**src/rtl/fp_mul_pkg.sv**
```systemverilog
// Shared types and helpers for the FP multiply scheduler.
package fp_mul_pkg;

  localparam int unsigned FP_W    = 32;
  localparam int unsigned MAX_REQ = 8;

  typedef logic [FP_W-1:0] fp32_t;

  // Extract requester idx's operand from a packed operand bus (zero-extended to MAX_REQ lanes).
  function automatic fp32_t operand_at(input logic [MAX_REQ*FP_W-1:0] bus,
                                       input int unsigned            idx);
    return bus[FP_W*idx +: FP_W];
  endfunction

endpackage

```
**src/rtl/fp_rr_arbiter.sv**
```systemverilog
// Round-robin arbiter: first requester at or after ptr (modulo NUM_REQ) wins.
module fp_rr_arbiter #(
  parameter int unsigned NUM_REQ = 4,
  parameter int unsigned ID_W    = $clog2(NUM_REQ)
) (
  input  logic [NUM_REQ-1:0] req,
  input  logic [ID_W-1:0]    ptr,
  output logic [NUM_REQ-1:0] grant,
  output logic [ID_W-1:0]    win,
  output logic               any
);

  int unsigned idx;

  always_comb begin
    grant = '0;
    win   = '0;
    any   = 1'b0;
    idx   = 0;
    for (int unsigned k = 0; k < NUM_REQ; k++) begin
      idx = (32'(ptr) + k) % NUM_REQ;
      if (!any && req[idx]) begin
        any        = 1'b1;
        win        = ID_W'(idx);
        grant[idx] = 1'b1;
      end
    end
  end

endmodule

```
**src/rtl/multiplier.sv**
```systemverilog
// Combinational IEEE-754 single-precision multiplier, round-to-nearest-even.
// Denormal inputs and results are flushed to signed zero.
module multiplier (
  input  logic [31:0] a,
  input  logic [31:0] b,
  output logic [31:0] Output
);

  logic               sign;
  logic [7:0]         ea, eb;
  logic [22:0]        fa, fb;
  logic               a_nan, b_nan, a_inf, b_inf, a_zero, b_zero;
  logic [47:0]        prod;
  logic signed [9:0]  exp_sum;
  logic [22:0]        mant;
  logic               guard, sticky;
  logic [23:0]        rnd;

  always_comb begin
    sign    = a[31] ^ b[31];
    ea      = a[30:23];
    eb      = b[30:23];
    fa      = a[22:0];
    fb      = b[22:0];
    a_nan   = (ea == 8'hFF) && (fa != '0);
    b_nan   = (eb == 8'hFF) && (fb != '0);
    a_inf   = (ea == 8'hFF) && (fa == '0);
    b_inf   = (eb == 8'hFF) && (fb == '0);
    a_zero  = (ea == 8'h00);
    b_zero  = (eb == 8'h00);
    prod    = 48'({1'b1, fa}) * 48'({1'b1, fb});
    exp_sum = $signed({2'b00, ea}) + $signed({2'b00, eb}) - 10'sd127;
    mant    = '0;
    guard   = 1'b0;
    sticky  = 1'b0;
    Output  = '0;

    // Product of two 1.x mantissas lies in [1,4); renormalise when it reaches 2.
    if (prod[47]) begin
      mant    = prod[46:24];
      guard   = prod[23];
      sticky  = |prod[22:0];
      exp_sum = exp_sum + 10'sd1;
    end else begin
      mant    = prod[45:23];
      guard   = prod[22];
      sticky  = |prod[21:0];
    end

    rnd = {1'b0, mant} + 24'(guard & (sticky | mant[0]));
    if (rnd[23]) begin
      exp_sum = exp_sum + 10'sd1;
    end
    mant = rnd[22:0];

    if (a_nan || b_nan || (a_inf && b_zero) || (b_inf && a_zero)) begin
      Output = 32'h7FC0_0000;
    end else if (a_inf || b_inf) begin
      Output = {sign, 8'hFF, 23'd0};
    end else if (a_zero || b_zero) begin
      Output = {sign, 31'd0};
    end else if (exp_sum >= 10'sd255) begin
      Output = {sign, 8'hFF, 23'd0};
    end else if (exp_sum <= 10'sd0) begin
      Output = {sign, 31'd0};
    end else begin
      Output = {sign, exp_sum[7:0], mant};
    end
  end

endmodule

```
**src/rtl/fp_mul_scheduler.sv**
```systemverilog
// Shares one combinational FP32 multiplier among NUM_REQ requesters through a
// round-robin arbiter and a two-stage stallable pipeline with a tagged response.
module fp_mul_scheduler
  import fp_mul_pkg::*;
#(
  parameter int unsigned NUM_REQ = 4,
  parameter int unsigned ID_W    = 2,
  parameter int unsigned CNT_W   = 32
) (
  input  logic                    clk,
  input  logic                    rst_n,
  input  logic [NUM_REQ-1:0]      req_valid,
  output logic [NUM_REQ-1:0]      req_ready,
  input  logic [NUM_REQ*FP_W-1:0] req_a,
  input  logic [NUM_REQ*FP_W-1:0] req_b,
  output logic                    resp_valid,
  input  logic                    resp_ready,
  output logic [FP_W-1:0]         resp_data,
  output logic [ID_W-1:0]         resp_id,
  output logic                    busy,
  output logic [CNT_W-1:0]        done_cnt
);

  logic [NUM_REQ-1:0]      grant;
  logic [ID_W-1:0]         win;
  logic                    any;
  logic [ID_W-1:0]         rr_ptr;
  logic [ID_W-1:0]         ptr_next;
  logic                    adv1, adv2, hs;
  logic                    s1_valid, s2_valid;
  fp32_t                   s1_a, s1_b;
  logic [ID_W-1:0]         s1_id;
  fp32_t                   mul_out;
  fp32_t                   win_a, win_b;
  logic [MAX_REQ*FP_W-1:0] a_ext, b_ext;

  fp_rr_arbiter #(
    .NUM_REQ (NUM_REQ),
    .ID_W    (ID_W)
  ) u_arb (
    .req   (req_valid),
    .ptr   (rr_ptr),
    .grant (grant),
    .win   (win),
    .any   (any)
  );

  multiplier u_mul (
    .a      (s1_a),
    .b      (s1_b),
    .Output (mul_out)
  );

  always_comb begin
    adv2 = !s2_valid || resp_ready;
    adv1 = !s1_valid || adv2;
    // Reset gating keeps req_ready low while rst_n is held, even though adv1 is 1.
    req_ready = (any && adv1 && rst_n) ? grant : '0;
    hs        = |(req_valid & req_ready);
    ptr_next  = (win == ID_W'(NUM_REQ - 1)) ? '0 : win + 1'b1;

    a_ext = '0;
    b_ext = '0;
    a_ext[NUM_REQ*FP_W-1:0] = req_a;
    b_ext[NUM_REQ*FP_W-1:0] = req_b;
    win_a = operand_at(a_ext, 32'(win));
    win_b = operand_at(b_ext, 32'(win));
  end

  always_ff @(posedge clk or negedge rst_n) begin
    if (!rst_n) begin
      rr_ptr <= '0;
    end else if (hs) begin
      rr_ptr <= ptr_next;
    end
  end

  always_ff @(posedge clk or negedge rst_n) begin
    if (!rst_n) begin
      s1_valid <= 1'b0;
      s1_a     <= '0;
      s1_b     <= '0;
      s1_id    <= '0;
    end else if (adv1) begin
      s1_valid <= hs;
      s1_a     <= win_a;
      s1_b     <= win_b;
      s1_id    <= win;
    end
  end

  always_ff @(posedge clk or negedge rst_n) begin
    if (!rst_n) begin
      s2_valid  <= 1'b0;
      resp_data <= '0;
      resp_id   <= '0;
    end else if (adv2) begin
      s2_valid  <= s1_valid;
      resp_data <= mul_out;
      resp_id   <= s1_id;
    end
  end

  always_ff @(posedge clk or negedge rst_n) begin
    if (!rst_n) begin
      done_cnt <= '0;
    end else if (s2_valid && resp_ready) begin
      done_cnt <= done_cnt + 1'b1;
    end
  end

  assign resp_valid = s2_valid;
  assign busy       = s1_valid || s2_valid;

endmodule

```
**config.mk**
```make
export PLATFORM = sky130hd
export DESIGN_NAME = fp_mul_scheduler
export DESIGN_NICKNAME = d
export VERILOG_FILES = /design/src/rtl/fp_mul_pkg.sv /design/src/rtl/fp_rr_arbiter.sv /design/src/rtl/multiplier.sv /design/src/rtl/fp_mul_scheduler.sv
export SDC_FILE = /design/constraint.sdc
export NUM_CORES = 2
export LEC_CHECK = 0
export CORE_MARGIN = 2
export CORE_UTILIZATION = 25
export CTS_BUF_LIST = sky130_fd_sc_hd__clkbuf_8
export DETAILED_ROUTE_END_ITERATION = 16
export SKIP_LAST_GASP = 1
export SYNTH_ARGS = -nofsm -noshare
export SYNTH_HDL_FRONTEND = slang
export SYNTH_SLANG_ARGS = --single-unit
```
**constraint.sdc**
```tcl
create_clock -name clk -period 16.6 [get_ports clk]
set_input_delay 3.32 -clock clk [delete_from_list [all_inputs] [get_ports clk]]
set_output_delay 3.32 -clock clk [all_outputs]
set_load 0.02 [all_outputs]
```
==> impl_results.html <==
<table>
<tr><th>Metric</th><th>Value</th></tr>
<tr><th colspan="2">Synth</th></tr>
<tr><td>Largest family of logic cells by synthesized area</td><td>adder cells</td></tr>
<tr><td>EDFF count, synth</td><td>0</td></tr>
<tr><td>Net count after synthesis</td><td>4703</td></tr>
<tr><td>Async S/R FF share, synth</td><td>100%</td></tr>
<tr><td>Post-synth top flop</td><td>sky130_fd_sc_hd__dfrtp_1</td></tr>
<tr><td>Simple-gate portion of the synthesized area</td><td>23.6%</td></tr>
<tr><td>Post-synthesis compound-gate area fraction</td><td>10.4%</td></tr>
<tr><td>Multiplexer share of the synthesized area</td><td>1.04%</td></tr>
<tr><td>Count of warnings emitted by yosys</td><td>0</td></tr>
<tr><td>Share of synthesized cell area in full adder, half adder and majority cells</td><td>40.2%</td></tr>
<tr><td>Cells after Synth</td><td>3764</td></tr>
<tr><td>Xor and xnor fraction of the mapped netlist area</td><td>3.13%</td></tr>
<tr><td>Number of synthesized register bits</td><td>136</td></tr>
<tr><td>Post-Syn Area</td><td>30100 um^2</td></tr>
<tr><td>Unique cell type count in the Yosys netlist</td><td>94</td></tr>
<tr><td>Average footprint of a synthesized cell</td><td>7.99 um^2</td></tr>
<tr><td>Post-synthesis sequential area ratio</td><td>11.3%</td></tr>
<tr><th colspan="2">Worst setup path</th></tr>
<tr><td>Worst Setup Path Type</td><td>flip-flop to flip-flop</td></tr>
<tr><td>FF-to-FF setup slack</td><td>5.63 ns</td></tr>
<tr><td>Capturing element type of the critical path</td><td>flip-flop</td></tr>
<tr><td>R2R depth</td><td>36</td></tr>
<tr><td>Critical-path top delay cell</td><td>sky130_fd_sc_hd__dfrtp_1</td></tr>
<tr><td>Worst path max stage delay</td><td>1.03 ns</td></tr>
<tr><td>Family with the most delay on the worst path</td><td>adder cells</td></tr>
<tr><td>Largest driver fanout on the critical path</td><td>31</td></tr>
<tr><td>Critical register-to-register path endpoint</td><td>resp_data[3]</td></tr>
<tr><td>Data required time of the critical path</td><td>16.99 ns</td></tr>
<tr><td>FF-to-FF Start</td><td>s1_a[8]</td></tr>
<tr><td>Kind of start point of the critical path</td><td>flip-flop</td></tr>
<tr><td>Critical path buffer and inverter count</td><td>9</td></tr>
<tr><td>Endpoint arrival time on the critical path</td><td>11.35 ns</td></tr>
<tr><th colspan="2">Die</th></tr>
<tr><td>Chip Height</td><td>351 um</td></tr>
<tr><td>DIE AREA</td><td>123000 um^2</td></tr>
<tr><td>Width of the die</td><td>351 um</td></tr>
<tr><td>Num ports</td><td>335</td></tr>
<tr><td>FP Rows</td><td>127</td></tr>
<tr><td>CORE AREA</td><td>120000 um^2</td></tr>
<tr><td>Initial Utilization</td><td>25.1%</td></tr>
<tr><th colspan="2">Route</th></tr>
<tr><td>Routed Wire Length</td><td>108000 um</td></tr>
<tr><td>Drt first pass iters</td><td>6</td></tr>
<tr><td>Routed vias</td><td>26900</td></tr>
<tr><td>Drc violations</td><td>0</td></tr>
<tr><td>Via-per-instance ratio</td><td>4.82</td></tr>
<tr><td>Remaining number of nets flagged by the antenna check after routing</td><td>0</td></tr>
<tr><td>Number of violations reported at the end of detailed-routing iteration 0</td><td>2255</td></tr>
<tr><td>Average detailed-routed wire length per instance</td><td>19.4 um</td></tr>
<tr><th colspan="2">Clock network</th></tr>
<tr><td>Clock edge transition at the registers on the reported setup and hold paths</td><td>0.09 ns</td></tr>
<tr><td>Clock sink count</td><td>136</td></tr>
<tr><td>Hold-fix buffers at CTS</td><td>0</td></tr>
<tr><td>Clock Latency Late Sink</td><td>0.55 ns</td></tr>
<tr><td>Post-CTS repair timing setup buffer count</td><td>0</td></tr>
<tr><td>TritonCTS buffer count</td><td>17</td></tr>
<tr><td>Clock tree from TritonCTS</td><td>yes</td></tr>
<tr><td>H-tree level count</td><td>4</td></tr>
<tr><td>Maximum buffer depth of the clock tree</td><td>2</td></tr>
<tr><td>Number of instances resized during post-cts repair</td><td>0</td></tr>
<tr><td>Clock tree root buffer cell</td><td>sky130_fd_sc_hd__clkbuf_8</td></tr>
<tr><th colspan="2">STA</th></tr>
<tr><td>Sum of negative setup slack</td><td>0 ns</td></tr>
<tr><td>Max_slew headroom</td><td>5.99%</td></tr>
<tr><td>Final-report hold violation count</td><td>0</td></tr>
<tr><td>Worst-Margin Slew</td><td>1.41 ns</td></tr>
<tr><td>Part of the cycle the worst path needs</td><td>66.1%</td></tr>
<tr><td>Worst Slack Setup Final</td><td>5.63 ns</td></tr>
<tr><td>Maximum frequency from static timing analysis</td><td>0.0912 GHz</td></tr>
<tr><td>Total of endpoints with negative setup slack in the final report</td><td>0</td></tr>
<tr><td>Final period demand of the worst path</td><td>10.97 ns</td></tr>
<tr><td>Clock Skew</td><td>0.0278 ns</td></tr>
<tr><td>Pins over their slew limit</td><td>0</td></tr>
<tr><td>Setup repair after global routing missed its margin</td><td>no</td></tr>
<tr><th colspan="2">Flow run</th></tr>
<tr><td>Number of violations of the max-capacitance limit</td><td>0</td></tr>
<tr><th colspan="2">Layout</th></tr>
<tr><td>Layout Cell Area excl Fill</td><td>35300 um^2</td></tr>
<tr><td>Finished Core Util</td><td>29.5%</td></tr>
<tr><td>Relative area change from synthesis to final layout</td><td>17.4%</td></tr>
<tr><td>Proportion of layout cells with a drive suffix above 1</td><td>3.48%</td></tr>
<tr><td>Net total in the final layout</td><td>4892</td></tr>
<tr><th colspan="2">Hold path</th></tr>
<tr><td>Worst-case hold path end point</td><td>s1_id[1]</td></tr>
<tr><td>Startpoint of the most critical hold path</td><td>s1_id[1]</td></tr>
<tr><td>Classification of the worst-slack hold path</td><td>flip-flop to flip-flop</td></tr>
<tr><td>Hold depth</td><td>2</td></tr>
<tr><th colspan="2">Placed design</th></tr>
<tr><td>Placed inst area</td><td>35000 um^2</td></tr>
<tr><td>Gp weighted congestion</td><td>0.938</td></tr>
<tr><td>Number of buffer cells added on primary ports</td><td>334</td></tr>
<tr><td>Dpl ws</td><td>5.85 ns</td></tr>
<tr><td>Half-perimeter wire length after detailed placement</td><td>85600 um</td></tr>
<tr><th colspan="2">Outcome</th></tr>
<tr><td>Outcome</td><td>finished clean</td></tr>
<tr><th colspan="2">Global route</th></tr>
<tr><td>Remaining global-route overflow</td><td>0</td></tr>
<tr><td>Via count of the first global-routing pass</td><td>28100</td></tr>
<tr><td>Largest net degree at the start of global routing</td><td>118</td></tr>
<tr><td>Overall global routing resource usage</td><td>17.9%</td></tr>
<tr><td>Antenna violations before repair</td><td>9</td></tr>
<tr><td>Global-route wire length before repair</td><td>168000 um</td></tr>
</table>
flip-flops by register name, indices dropped and copies added, names as in the netlist, 2 cells and up, named ones only:
name       count
s1_id          2
resp_data     32
resp_id        2
s1_a          32
s1_b          32
done_cnt      32
layout by cell type, fill, tap and decap left out, types with 11 or more instances in the layout:
cell                              count
sky130_fd_sc_hd__dfrtp_1            136
sky130_fd_sc_hd__nor4_1              33
sky130_fd_sc_hd__o21ai_0            198
sky130_fd_sc_hd__clkdlybuf4s50_1    333
sky130_fd_sc_hd__and2_1             254
sky130_fd_sc_hd__nand4_1             50
sky130_fd_sc_hd__o21a_1              12
sky130_fd_sc_hd__xor2_1              32
sky130_fd_sc_hd__nand2b_1            11
sky130_fd_sc_hd__a21oi_1             88
sky130_fd_sc_hd__o41ai_2             14
sky130_fd_sc_hd__nor2_1             163
sky130_fd_sc_hd__nand3_1            106
sky130_fd_sc_hd__mux2i_1             21
sky130_fd_sc_hd__fa_1               483
sky130_fd_sc_hd__ha_1               193
sky130_fd_sc_hd__nor3_1              45
sky130_fd_sc_hd__xnor2_1             71
sky130_fd_sc_hd__and3_1              18
sky130_fd_sc_hd__inv_1              610
sky130_fd_sc_hd__buf_4               41
sky130_fd_sc_hd__nand2_1            782
sky130_fd_sc_hd__a31oi_1             12
sky130_fd_sc_hd__a21o_1              14
sky130_fd_sc_hd__o211ai_1            12
sky130_fd_sc_hd__and4_1              11
sky130_fd_sc_hd__clkbuf_8            17
worst max-delay path by stage:
stage,startpoint,endpoint,slack (ns),cells past startpoint
after floorplan,s1_b[3],resp_data[18],6.88,39
after global placement,s1_a[8],resp_data[18],5.91,36
after detailed placement,s1_a[8],resp_data[18],5.85,36
after CTS,s1_a[8],resp_data[3],5.80,36
after global routing,s1_a[8],resp_data[3],5.16,36
final,s1_a[8],resp_data[3],5.63,36
routing by layer:
layer  vias up  wire length, um  track usage (%)
met5         -               67                0
met4        10             3590             6.05
met3       196             9640             4.27
met2      1103            48300             28.3
met1     13400            46500             23.9
li1      12200                -                -
cell families after synthesis:
| group | after synthesis |
|---|---|
| adders and majority gates | 676 |
| AOI/OAI and AO/OA | 475 |
| and+or+nand+nor | 1526 |
| buffers and inverters | 816 |
| xor gates and xnor gates | 105 |
| muxes | 30 |
| DFF | 136 |
worst reg2reg max path, delay by kind of cell, from the launching register on:
kind	cells	cell delay [ns]
flip-flops	1	1.03
AND/OR/NAND/NOR	7	1.25
adder cells (fa/ha/maj)	9	4.17
AO/OA/AOI/OAI	10	2.83
XOR/XNOR	1	0.14
buffers and inverters	9	1.42
per-stage QoR:
step	hold slack, ns	cells
global route	0.505	5577
finish	0.481	5580
detailed placement	0.457	5546
CTS	0.481	5577
global placement	0.458	5546
floorplan	0.439	3764
final cells by class:
cell class                      instances  area (um^2)
Antenna cell                            3         7.51
Clock buffer                           17          234
Fill cell                           12700        84300
Clock inverter                         14          126
Sequential cell                       136         3400
Inverter                              611         2290
Multi-Input combinational cell       2812        23600
Tap cell                             1612         2020
Timing Repair Buffer                  375         3650
synth_stat cells, types with 21 or more instances:
| cell | number | area share (%) |
|---|---|---|
| sky130_fd_sc_hd__and2_1 | 254 | 5.3 |
| sky130_fd_sc_hd__nand3_1 | 106 | 1.8 |
| sky130_fd_sc_hd__dfrtp_1 | 136 | 11 |
| sky130_fd_sc_hd__xor2_1 | 32 | 0.93 |
| sky130_fd_sc_hd__xnor2_1 | 71 | 2.1 |
| sky130_fd_sc_hd__nor2_1 | 163 | 2.0 |
| sky130_fd_sc_hd__mux2i_1 | 21 | 0.70 |
| sky130_fd_sc_hd__nand4_1 | 50 | 1.0 |
| sky130_fd_sc_hd__a21oi_1 | 90 | 1.5 |
| sky130_fd_sc_hd__nand2_1 | 782 | 9.8 |
| sky130_fd_sc_hd__fa_1 | 483 | 32 |
| sky130_fd_sc_hd__nor3_1 | 45 | 0.75 |
| sky130_fd_sc_hd__inv_1 | 608 | 7.6 |
| sky130_fd_sc_hd__o21ai_0 | 198 | 3.3 |
| sky130_fd_sc_hd__nor4_1 | 33 | 0.69 |
| sky130_fd_sc_hd__ha_1 | 193 | 8.0 |
| sky130_fd_sc_hd__clkbuf_1 | 174 | 2.2 |
Power is not shown: default switching activity piles up to over one toggle a cycle in this logic, so the estimate is an artifact.
